`config.mk`:
```
export PLATFORM = sky130hd
export DESIGN_NAME = pc_sequencer
export DESIGN_NICKNAME = d
export VERILOG_FILES = /design/src/rtl/pc_sequencer.sv
export SDC_FILE = /design/constraint.sdc
export NUM_CORES = 1
export LEC_CHECK = 0
export ABC_CLOCK_PERIOD_IN_PS = 5450
export CELL_PAD_IN_SITES_DETAIL_PLACEMENT = 1
export CELL_PAD_IN_SITES_GLOBAL_PLACEMENT = 1
export CORE_ASPECT_RATIO = 0.75
export CORE_MARGIN = 2
export CORE_UTILIZATION = 37
export DETAILED_ROUTE_END_ITERATION = 10
export PLACE_DENSITY_LB_ADDON = 0.1
export SETUP_SLACK_MARGIN = 0.2
export SYNTH_ARGS = -nofsm -noshare
export SYNTH_HDL_FRONTEND = slang
export SYNTH_SLANG_ARGS = --single-unit
```
`constraint.sdc`:
```
create_clock -name clk -period 5.45 [get_ports clk]
set_input_delay 1.3625 -clock clk [delete_from_list [all_inputs] [get_ports clk]]
set_output_delay 1.3625 -clock clk [all_outputs]
set_load 0.01 [all_outputs]
```
`src/rtl/pc_sequencer.sv`:
```
// Fetch-stage PC owner: next-PC selection, redirect arbitration and imem handshake.
// Optional macro MISALIGN_TRAP_EN sends misaligned redirect targets to TRAP_VECTOR.
module pc_sequencer #(
    parameter logic [63:0] RESET_VECTOR = 64'h0000_0000_0000_0000,
    parameter logic [63:0] TRAP_VECTOR  = 64'h0000_0000_0000_0100
) (
    input  logic        clk,
    input  logic        rst_n,
    input  logic        StallF,
    input  logic        RedirectE,
    input  logic [63:0] PCTargetE,
    input  logic        JalrM,
    input  logic [63:0] ALUResultM,
    input  logic        imem_ready,
    output logic        imem_req,
    output logic [63:0] PCF,
    output logic [63:0] PCPlus4F,
    output logic [1:0]  PCSrcE,
    output logic        InstrValidF,
    output logic        FlushD,
    output logic        FlushE,
    output logic        MisalignF
);

    typedef enum logic [1:0] {
        ST_BOOT  = 2'd0,
        ST_FETCH = 2'd1,
        ST_WAIT  = 2'd2
    } state_t;

    state_t      state_q, state_d;
    logic [63:0] pcf_q, pcf_d;
    logic [63:0] pend_target_q, pend_target_d;
    logic        pend_valid_q, pend_valid_d;
    logic        instr_valid_q, instr_valid_d;
    logic        misalign_q, misalign_d;

    logic        redir;
    logic        target_bad;
    logic [63:0] target_raw;
    logic [63:0] target;

    assign redir    = JalrM | RedirectE;
    assign PCPlus4F = pcf_q + 64'd4;

    // JalrM belongs to the older instruction, so it wins the target choice.
    always_comb begin
        target_raw = JalrM ? ALUResultM : PCTargetE;
`ifdef MISALIGN_TRAP_EN
        target_bad = (target_raw[1:0] != 2'b00);
        target     = target_bad ? TRAP_VECTOR : target_raw;
`else
        target_bad = 1'b0;
        target     = target_raw & ~64'h3;
`endif
    end

`ifndef MISALIGN_TRAP_EN
    logic unused_trap_vector;
    assign unused_trap_vector = ^TRAP_VECTOR;
`endif

    always_ff @(posedge clk) begin
        if (!rst_n) begin
            state_q       <= ST_BOOT;
            pcf_q         <= RESET_VECTOR;
            pend_target_q <= '0;
            pend_valid_q  <= 1'b0;
            instr_valid_q <= 1'b0;
            misalign_q    <= 1'b0;
        end else begin
            state_q       <= state_d;
            pcf_q         <= pcf_d;
            pend_target_q <= pend_target_d;
            pend_valid_q  <= pend_valid_d;
            instr_valid_q <= instr_valid_d;
            misalign_q    <= misalign_d;
        end
    end

    // FETCH and WAIT share one rule set; pend_valid_q is only ever set in WAIT.
    always_comb begin
        state_d       = state_q;
        pcf_d         = pcf_q;
        pend_target_d = pend_target_q;
        pend_valid_d  = pend_valid_q;
        instr_valid_d = 1'b0;
        misalign_d    = 1'b0;
        case (state_q)
            ST_BOOT: begin
                state_d = ST_FETCH;
            end
            ST_FETCH, ST_WAIT: begin
                if (redir) begin
                    misalign_d = target_bad;
                    if (imem_ready) begin
                        pcf_d        = target;
                        pend_valid_d = 1'b0;
                        state_d      = ST_FETCH;
                    end else begin
                        pend_target_d = target;
                        pend_valid_d  = 1'b1;
                        state_d       = ST_WAIT;
                    end
                end else if (!imem_ready) begin
                    state_d = ST_WAIT;
                end else begin
                    state_d = ST_FETCH;
                    if (pend_valid_q) begin
                        pcf_d        = pend_target_q;
                        pend_valid_d = 1'b0;
                    end else if (!StallF) begin
                        pcf_d         = PCPlus4F;
                        instr_valid_d = 1'b1;
                    end
                end
            end
            default: begin
                state_d = ST_BOOT;
            end
        endcase
    end

    always_comb begin
        imem_req = (state_q != ST_BOOT);
        FlushD   = redir;
        FlushE   = redir;
        if (JalrM) begin
            PCSrcE = 2'b10;
        end else if (RedirectE) begin
            PCSrcE = 2'b01;
        end else begin
            PCSrcE = 2'b00;
        end
    end

    assign PCF         = pcf_q;
    assign InstrValidF = instr_valid_q;
`ifdef MISALIGN_TRAP_EN
    assign MisalignF   = misalign_q;
`else
    assign MisalignF   = 1'b0;
    logic unused_misalign;
    assign unused_misalign = misalign_q;
`endif

endmodule
```
==> impl_metrics.csv <==
group,metric,value,unit
yosys,synth_flop_cell,"dfxtp_1",
global_routing,grtUsageTotal,30.4,%
critical_path,critical_path_arrival,3.63,ns
final_layout,final_cell_mix,"256 x clkdlybuf4s50_1, 130 x nand2_1, 127 x dfxtp_1",
floorplan,rows,49,
placed_design,place_hpwl,28.3,mm
clock_tree,cts_sinks,128,
sta,drv_slew,0,
final_layout,fill_cells,2911,
yosys,syn_inst,1203,
floorplan,die_y,139,um
clock_tree,root_buffer,"clkbuf_16",
clock_tree,cts_max_level,4,
sta,hold_slack,0.501,ns
yosys,syn_area_per_cell,7.52,um2
placed_design,place_area,0.0118,mm2
critical_path,crit_top_cell,"nand4_2",
routing,drc,0,
final_layout,final_common_cell,"clkdlybuf4s50_1",
routing,drt-pass1-iter-count,5,
final_layout,nets,1534,
sta,rsz0062_at_grt,"no",
routing,wire_per_inst,22.6,um
sta,max_freq,200,MHz
critical_path,crit_family,"simple AND/OR/NAND/NOR gates",
sta,period_share,91.6,%
min_path,hold_path_startpoint,"pend_target_q[53]",
critical_path,cp_slowest_cell,"nor4_4",
yosys,netlist_area,0.00905,mm2
critical_path,path_class,"flop to output port",
clock_tree,ctsHoldBuffers,0,
sta,fin_skew,0.0180,ns
routing,drt_iter0_markers,1080,
final_layout,multiInputGateArea,0.00597,mm2
yosys,synth_xor_xnor_area_share,5.71,%
clock_tree,cts_resized,0,
yosys,synth_cell_type_count,70,
min_path,hold_class,"flop to flop",
yosys,yosys.area_share.simple,27.9,%
routing,vias,10400,
sta,setup_viol,0,
critical_path,critical_path.endpoint_type,"output port",
power_and_ir_drop,p_per_area,256,mW/mm2
critical_path,critPathMaxFanout,13,
placed_design,place.gp.congestion,0.889,
critical_path,startpoint,"PCF[14]",
global_routing,grt-ovfl-total,0,
placed_design,portBuffers,259,
sta,worstMarginPinSlew,0.943,ns
critical_path,startpoint_type,"flop",
floorplan,dieWidth,185,um
sta,tns,0,ns
critical_path,reg2reg_from,"PCF[14]",
floorplan,start_util,37.7,%
clock_tree,numCtsBuffers,17,
yosys,ys_ff_latch,128,
sta,fin_crit,4.99,ns
global_routing,antenna_found_initial,3,
floorplan,design.core.area,0.0240,mm2
sta,slew_headroom,37.1,%
outcome,outcome,"completed",
floorplan,num_io_pins,269,
critical_path,critPathBufInv,1,
global_routing,grt_pass1_wl,60.4,mm
global_routing,grt_max_degree,125,
final_layout,area_growth,37.7,%
power_and_ir_drop,p_leak,4.36,nW
routing,vias_per_cell,5.95,
power_and_ir_drop,vdd_drop_max,225,uV
clock_tree,tritoncts,"yes",
yosys,synth-warning-count,0,
power_and_ir_drop,fin_total_pwr,3.18,mW
routing,ant_nets,0,
clock_tree,clock_path_buffers,2,
clock_tree,clkSlewWorstSetupHoldPaths,0.06,ns
yosys,synthMuxAreaShare,7.39,%
critical_path,crit_chain,"nand4_2, nor4_4, nand4_2, nor2_1, xor2_1, clkdlybuf4s50_1",
sta,hold_violations,0,
yosys,synth_compound_area_share,24.2,%
clock_tree,postCtsSetupRepairBufs,0,
yosys,synth-edff-count,0,
yosys,synthAdderAreaFrac,0.415,%
yosys,ys_seq_area_share,28.3,%
critical_path,critical_path_required,4.09,ns
routing,routed_wl,39.4,mm
floorplan,die_area,0.0257,mm2
yosys,async_reset_ff_share,0,%
critical_path,slowest_delay,0.81,ns
clock_tree,clk_latency,0.44,ns
final_layout,seq_area,0.00256,mm2
final_layout,drive_gt1_share,6.60,%
yosys,synth_top_family_by_area,"simple AND/OR/NAND/NOR gates",
final_layout,post-route-util,52.0,%
run,max-cap-violations,0,
final_layout,final_area,0.0125,mm2
global_routing,grt_pass1_vias,10200,
-- tightest hold or removal path: cells and delay by family, from the launching register on --
family | cells | cell delay, ns
flops | 1 | 0.31
simple gates | 1 | 0.10
compound gates | 1 | 0.05
-- final cells by class --
cell class / count / share of cell area [%]
diodes: 3 / 0.0603
clock buffers: 20 / 3.75
clock inverters: 12 / 1.28
inverters: 17 / 0.512
multi-input cells: 946 / 48.0
flip-flops and latches: 128 / 20.6
well taps: 331 / 3.33
repair buffers: 287 / 22.5
-- cells by family after synthesis --
group,count (synthesis)
muxes,66
DFF,128
buffers and inverters,133
and+or+nand+nor,478
adders and majority gates,3
AOI/OAI and AO/OA,335
xor gates and xnor gates,59
other,1
-- metal layers --
metal / wire (um) / GRT usage (%)
met3: 2970 / 5.86
met2: 17400 / 47.1
met1: 17900 / 42.1
met4: 1050 / 10.4
met5: 0 / 0
-- cells in the mapped netlist, types with 3 or more instances --
master,number,area (um2)
a211oi_1,55,413
a21oi_1,98,490
a221oi_1,5,43.8
a311oi_1,10,87.6
a31oi_1,16,100
a32o_1,3,30.0
a41oi_1,5,43.8
and2_1,4,25.0
and3_1,10,62.6
and3b_1,10,87.6
and4_1,6,52.6
buf_1,13,48.8
buf_2,10,50.1
buf_4,10,75.1
clkbuf_1,83,312
dfxtp_1,128,2560
ha_1,3,37.5
inv_1,15,56.3
mux2_2,6,67.6
mux2i_1,60,601
nand2_1,130,488
nand2b_1,7,43.8
nand3_1,46,230
nand3b_1,29,218
nand4_1,28,175
nand4_2,4,50.1
nor2_1,109,409
nor2b_1,4,25.0
nor3_1,28,140
nor3b_1,4,30.0
nor4_1,18,113
nor4_2,3,37.5
o211ai_1,23,173
o21a_1,13,97.6
o21ai_0,53,265
o21bai_1,5,37.5
o221ai_1,4,35.0
o22ai_1,9,56.3
o311ai_0,4,35.0
o31a_1,8,70.1
o31ai_1,4,30.0
or3_1,10,62.6
or4_1,17,128
xnor2_1,35,307
xor2_1,24,210
-- worst paths after layout --
path	end	cells past startpoint	slack, ns
setup / recovery	PCPlus4F[58]	6	0.46
hold / removal	pend_target_q[53]	2	0.50
setup reg to reg	PCF[34]	7	2.41
hold reg to reg	pend_target_q[53]	2	0.50
-- sequential cells by signal, summed over array words and instances (netlist names) --
register       flops
state_q            2
pend_target_q     62
InstrValidF        1
PCF               62
pend_valid_q       1
-- power by group --
part | switching (mW) | total (mW) | internal, mW | leakage, nW
clock | 0.476 | 1.23 | 0.758 | 0.302
combinational | 0.432 | 0.816 | 0.383 | 3.01
sequential | 0.111 | 1.13 | 1.02 | 1.05
-- stage by stage --
| stage | worst slack, ns | cells |
|---|---|---|
| floorplan | 1.81 | 1207 |
| global placement | 0.988 | 1709 |
| detailed placement | 0.998 | 1709 |
| CTS | 0.503 | 1741 |
| global route | 0.297 | 1743 |
| finish | 0.458 | 1744 |
Note: power is estimated with default switching activity, not from simulation.
